$ cat config.mk
export PLATFORM = sky130hd
export DESIGN_NAME = reg_file_2r1w
export DESIGN_NICKNAME = d
export VERILOG_FILES = /design/src/rtl/reg_file_2r1w.sv
export SDC_FILE = /design/constraint.sdc
export NUM_CORES = 1
export LEC_CHECK = 0
export ABC_AREA = 1
export CAP_MARGIN = 20
export CORE_MARGIN = 10
export CORE_UTILIZATION = 51
export DETAILED_ROUTE_END_ITERATION = 10
export PLACE_DENSITY_LB_ADDON = 0.05
export SLEW_MARGIN = 10
export SYNTH_ARGS = -nofsm -noshare
export SYNTH_HDL_FRONTEND = slang
export SYNTH_SLANG_ARGS = --single-unit
$ cat constraint.sdc
create_clock -name CLK -period 1.75 [get_ports CLK]
set_input_delay 0.35 -clock CLK [delete_from_list [all_inputs] [get_ports CLK]]
set_output_delay 0.35 -clock CLK [all_outputs]
set_load 0.1 [all_outputs]
$ cat src/rtl/reg_file_2r1w.sv
// Two-read/one-write register file with registered read ports, write-first bypass and a hardware clear sequencer.
// Optional per-entry even parity with error injection is enabled by defining REG_FILE_PARITY_EN.
module reg_file_2r1w #(
  parameter int WIDTH  = 16,
  parameter int DEPTH  = 8,
  parameter int ADDR_W = 3
) (
  input  logic              CLK,
  input  logic              RST,
  input  logic              WrEn,
  input  logic [ADDR_W-1:0] WrAddr,
  input  logic [WIDTH-1:0]  WrData,
  input  logic              RdEn_A,
  input  logic [ADDR_W-1:0] RdAddr_A,
  output logic [WIDTH-1:0]  RdData_A,
  output logic              RdValid_A,
  input  logic              RdEn_B,
  input  logic [ADDR_W-1:0] RdAddr_B,
  output logic [WIDTH-1:0]  RdData_B,
  output logic              RdValid_B,
  input  logic              ClrReq,
`ifdef REG_FILE_PARITY_EN
  input  logic              ParInj,
  output logic              RdParErr_A,
  output logic              RdParErr_B,
`endif
  output logic              ClrBusy
);

  typedef enum logic {
    S_IDLE,
    S_CLEAR
  } state_t;

  // One extra address bit so DEPTH == 2**ADDR_W still compares correctly.
  localparam logic [ADDR_W:0]   DEPTH_EXT = (ADDR_W + 1)'(DEPTH);
  localparam logic [ADDR_W-1:0] LAST_IDX  = ADDR_W'(DEPTH - 1);

  state_t            r_state;
  state_t            w_nextState;
  logic [ADDR_W-1:0] r_clrCnt;
  logic [ADDR_W-1:0] w_nextCnt;
  logic [WIDTH-1:0]  r_mem [DEPTH];

  logic [WIDTH-1:0]  r_rdDataA;
  logic [WIDTH-1:0]  r_rdDataB;
  logic              r_rdValidA;
  logic              r_rdValidB;
  logic [WIDTH-1:0]  w_rdDataA;
  logic [WIDTH-1:0]  w_rdDataB;

  logic w_clrActive;
  logic w_wrCommit;

  assign w_clrActive = (r_state == S_CLEAR);
  assign w_wrCommit  = WrEn && (r_state == S_IDLE) && ({1'b0, WrAddr} < DEPTH_EXT);

  always_ff @(posedge CLK or negedge RST) begin
    if (!RST) begin
      r_state  <= S_IDLE;
      r_clrCnt <= '0;
    end else begin
      r_state  <= w_nextState;
      r_clrCnt <= w_nextCnt;
    end
  end

  always_comb begin
    w_nextState = r_state;
    w_nextCnt   = r_clrCnt;
    case (r_state)
      S_IDLE: begin
        if (ClrReq) begin
          w_nextState = S_CLEAR;
          w_nextCnt   = '0;
        end
      end
      S_CLEAR: begin
        if (r_clrCnt == LAST_IDX) begin
          w_nextState = S_IDLE;
          w_nextCnt   = '0;
        end else begin
          w_nextCnt = r_clrCnt + ADDR_W'(1);
        end
      end
      default: begin
        w_nextState = S_IDLE;
        w_nextCnt   = '0;
      end
    endcase
  end

  // A user write only commits in IDLE, so it can never collide with a clear write.
  always_ff @(posedge CLK or negedge RST) begin
    if (!RST) begin
      for (int i = 0; i < DEPTH; i++) begin
        r_mem[i] <= '0;
      end
    end else if (w_clrActive) begin
      r_mem[r_clrCnt] <= '0;
    end else if (w_wrCommit) begin
      r_mem[WrAddr] <= WrData;
    end
  end

  always_comb begin
    w_rdDataA = '0;
    if (w_wrCommit && (WrAddr == RdAddr_A)) begin
      w_rdDataA = WrData;
    end else if (w_clrActive && (r_clrCnt == RdAddr_A)) begin
      w_rdDataA = '0;
    end else if ({1'b0, RdAddr_A} < DEPTH_EXT) begin
      w_rdDataA = r_mem[RdAddr_A];
    end
  end

  always_comb begin
    w_rdDataB = '0;
    if (w_wrCommit && (WrAddr == RdAddr_B)) begin
      w_rdDataB = WrData;
    end else if (w_clrActive && (r_clrCnt == RdAddr_B)) begin
      w_rdDataB = '0;
    end else if ({1'b0, RdAddr_B} < DEPTH_EXT) begin
      w_rdDataB = r_mem[RdAddr_B];
    end
  end

  always_ff @(posedge CLK or negedge RST) begin
    if (!RST) begin
      r_rdDataA  <= '0;
      r_rdDataB  <= '0;
      r_rdValidA <= 1'b0;
      r_rdValidB <= 1'b0;
    end else begin
      r_rdValidA <= RdEn_A;
      r_rdValidB <= RdEn_B;
      if (RdEn_A) r_rdDataA <= w_rdDataA;
      if (RdEn_B) r_rdDataB <= w_rdDataB;
    end
  end

  assign RdData_A  = r_rdDataA;
  assign RdData_B  = r_rdDataB;
  assign RdValid_A = r_rdValidA;
  assign RdValid_B = r_rdValidB;
  assign ClrBusy   = w_clrActive;

`ifdef REG_FILE_PARITY_EN
  // Stored bit is even parity of the data, optionally inverted to inject an error.
  logic [DEPTH-1:0] r_par;
  logic             w_wrPar;
  logic             w_rdParA;
  logic             w_rdParB;
  logic             r_parErrA;
  logic             r_parErrB;

  assign w_wrPar = (^WrData) ^ ParInj;

  always_ff @(posedge CLK or negedge RST) begin
    if (!RST) begin
      r_par <= '0;
    end else if (w_clrActive) begin
      r_par[r_clrCnt] <= 1'b0;
    end else if (w_wrCommit) begin
      r_par[WrAddr] <= w_wrPar;
    end
  end

  always_comb begin
    w_rdParA = 1'b0;
    w_rdParB = 1'b0;
    if (w_wrCommit && (WrAddr == RdAddr_A)) begin
      w_rdParA = w_wrPar;
    end else if (w_clrActive && (r_clrCnt == RdAddr_A)) begin
      w_rdParA = 1'b0;
    end else if ({1'b0, RdAddr_A} < DEPTH_EXT) begin
      w_rdParA = r_par[RdAddr_A];
    end
    if (w_wrCommit && (WrAddr == RdAddr_B)) begin
      w_rdParB = w_wrPar;
    end else if (w_clrActive && (r_clrCnt == RdAddr_B)) begin
      w_rdParB = 1'b0;
    end else if ({1'b0, RdAddr_B} < DEPTH_EXT) begin
      w_rdParB = r_par[RdAddr_B];
    end
  end

  always_ff @(posedge CLK or negedge RST) begin
    if (!RST) begin
      r_parErrA <= 1'b0;
      r_parErrB <= 1'b0;
    end else begin
      r_parErrA <= RdEn_A && ((^w_rdDataA) != w_rdParA);
      r_parErrB <= RdEn_B && ((^w_rdDataB) != w_rdParB);
    end
  end

  assign RdParErr_A = r_parErrA;
  assign RdParErr_B = r_parErrB;
`endif

endmodule

==> flow_summary.json <==
{
  "critPathSlowestCell": "dfrtp_4",
  "grt_overflow": 0,
  "synth_edf_count": 0,
  "syn_inst": 1267,
  "syn2layout_area_growth_pct": 25.7,
  "max_cap_viol_count": 0,
  "cts_root_buf": "clkbuf_16",
  "rsz0062_at_grt": "false",
  "finalHoldViolCount": 0,
  "max_freq_mhz": 594,
  "critPathMaxFanout": 6,
  "grt_first_pass_wirelength_mm": 52.0,
  "yosys.area.top_type_share_pct": 43.9,
  "dr_total_vias": 9566,
  "synth_xor_xnor_area_share_pct": 0,
  "hold_path_class": "in2async",
  "insertion_delay_ns": 0.43,
  "drt_iter0_markers": 1130,
  "p_leak_uw": 0.00611,
  "worstPathCellList": "nor3_4 -> buf_4 -> nand2_2 -> nand2_2 -> buf_4 -> o22ai_1",
  "status": "finished clean",
  "initial_utilization_pct": 52.3,
  "cts_tree": "built",
  "clockBufferDepth": 2,
  "cts-buffers-inserted": 17,
  "setup_violations": 0,
  "fill_cells": 1552,
  "ant_nets": 0,
  "pwr_density_cell_nw_per_um2": 1440,
  "antenna_found_initial": 0,
  "crit_type": "reg2reg",
  "drt-total-wl_mm": 33.6,
  "relSlewSlack_pct": 72.0,
  "synth_nets": 1300,
  "grt_pass1_vias": 9201,
  "synthAdderAreaFrac_pct": 0.265,
  "drt_pass1_iterations": 8,
  "cp.arrival_ns": 1.99,
  "regToRegSetupSlack_ns": 0.07,
  "synth_warnings": 0,
  "portBuffers": 65,
  "row_count": 49,
  "final_cell_area_um2": 11900,
  "irDropWorstVdd_uv": 1310,
  "synth_area_leaders": "dfrtp_1 (44%), nand2_1 (13%), nand3_1 (12%)",
  "slew_viol_final": 0,
  "cts.sinks": 166,
  "grtUsageTotal_pct": 27.4,
  "post_synth_num_cell_types": 29,
  "synth_sequential_area_ratio_pct": 43.9,
  "critPathMaxStageDelay_ns": 0.55,
  "r2r_end": "r_mem[59]",
  "ys_seq_elements": 166,
  "crit_required_ns": 2.05,
  "dp_hpwl_mm": 22.5,
  "synth_top_family_by_area": "simple AND/OR/NAND/NOR gates",
  "die_height_um": 156,
  "place_area_um2": 11200,
  "antennaDiodeCount": 0,
  "nets": 1389,
  "io_pins": 66,
  "avgSynthCellArea_um2": 7.46,
  "routed_via_density": 5.99,
  "die_w_um": 156,
  "core_area_um2": 18100,
  "clk_pin_slew_ns": 0.07,
  "grt_max_degree": 65,
  "ys.flop_type": "dfrtp_1",
  "final_common_cell": "nand2_1",
  "r2r_cells": 6,
  "synth_area_um2": 9460,
  "drive_gt1_share_pct": 14.7,
  "h-tree-depth": 4,
  "r2r-start": "ClrBusy",
  "fin_crit_sh_pct": 96.2,
  "drc": 0,
  "post-route-util_pct": 65.7,
  "tightest_slew_ns": 0.419,
  "synth-compound-area-share_pct": 11.1,
  "min_period_ns": 1.68,
  "worstSetupStartpointType": "flop",
  "clock_skew_ns": 0.00855,
  "die_area_um2": 24400,
  "place_congestion": 0.941,
  "synth.largest_area_cell": "dfrtp_1",
  "wl_per_cell_um": 21.1,
  "synthMuxAreaShare_pct": 0,
  "yosys.area_share.simple_pct": 31.8,
  "setup.worst_path.end_class": "flop",
  "synth-async-reset-ratio_pct": 100,
  "final_cell_mix": "nand2_1 (329), nand3_1 (223), inv_1 (187)"
}
[cells by family (layout without fill, tap and decap cells)]
| group | Yosys count | count (layout) |
|---|---|---|
| buffers and inverters | 275 | 376 |
| AO/OA/AOI/OAI | 166 | 166 |
| AND/OR/NAND/NOR | 658 | 658 |
| flip-flops | 166 | 166 |
| adder cells (fa/ha/maj) | 2 | 2 |
[layout make-up]
cell class | count | area (um2) | area share (%)
Inverter | 193 | 734 | 6.18
Clock inverter | 14 | 224 | 1.88
Clock buffer | 17 | 425 | 3.58
Tap cell | 229 | 287 | 2.41
Sequential cell | 166 | 4160 | 35.0
Multi-Input combinational cell | 826 | 4090 | 34.4
Timing Repair Buffer | 152 | 1970 | 16.6
[Yosys cell counts (14+ instances only)]
library cell	n
a21oi_1	23
buf_2	28
buf_4	14
clkbuf_1	22
dfrtp_1	166
inv_1	189
nand2_1	329
nand3_1	223
nand4_1	32
nor2_1	48
o22ai_1	128
[routing by layer]
layer	vias up	track usage, %	wire length (um)
li1	4337	-	-
met1	4491	36.1	13000
met2	604	40.9	15100
met3	134	5.24	3320
met4	0	17.0	2280
met5	-	0	0
[state kept, by name, summed over array words and instances, names as in the netlist]
register and flops:
ClrBusy 1, RdData_A 16, RdData_B 16, RdValid_A 1
RdValid_B 1, r_clrCnt 3, r_mem 128
[report_power, final]
group	leakage [uW]	internal [uW]	switching [uW]	total, uW
Combinational	0.00359	2650	4840	7490
Clock	0.000308	2550	1680	4230
Sequential	0.00221	4840	537	5380
[worst max-delay path, delay by kind of cell (launching register included)]
| family | cells | cell delay [ns] |
|---|---|---|
| flip-flops | 1 | 0.55 |
| AND/OR/NAND/NOR | 3 | 0.54 |
| buffers and inverters | 2 | 0.37 |
| AO/OA/AOI/OAI | 1 | 0.08 |
[per-stage QoR]
step	std cells	TNS, ns	hold slack [ns]	power (uW)	setup WS (ns)
final	1597	0	0.282	17100	0.0667
after CTS	1597	0	0.273	17000	0.0225
after floorplan	1267	0	0.0544	9980	0.0228
after global placement	1565	-28.19	0.164	12700	-0.457
after global routing	1597	0	0.286	17900	0.0284
after detailed placement	1565	-29.54	0.162	12800	-0.482
[worst max-delay path by stage]
stage                      startpoint          end  cells past startpoint
after floorplan               ClrBusy    r_mem[21]                      6
after detailed placement  RdAddr_B[2]  RdData_B[1]                      9
after global placement    RdAddr_B[2]  RdData_B[8]                      9
after global routing             WrEn    r_mem[55]                      8
after CTS                     ClrBusy    r_mem[59]                      6
final                         ClrBusy    r_mem[59]                      6
[what timing repair did]
item,CTS,global route
hold buffers,1,0
resized for setup,1,1
buffers inserted,0,0
endpoints found under the hold margin,113,0
pin swaps,0,2
endpoints found under the setup margin,2,14
Note: power is estimated with default switching activity, not from simulation.
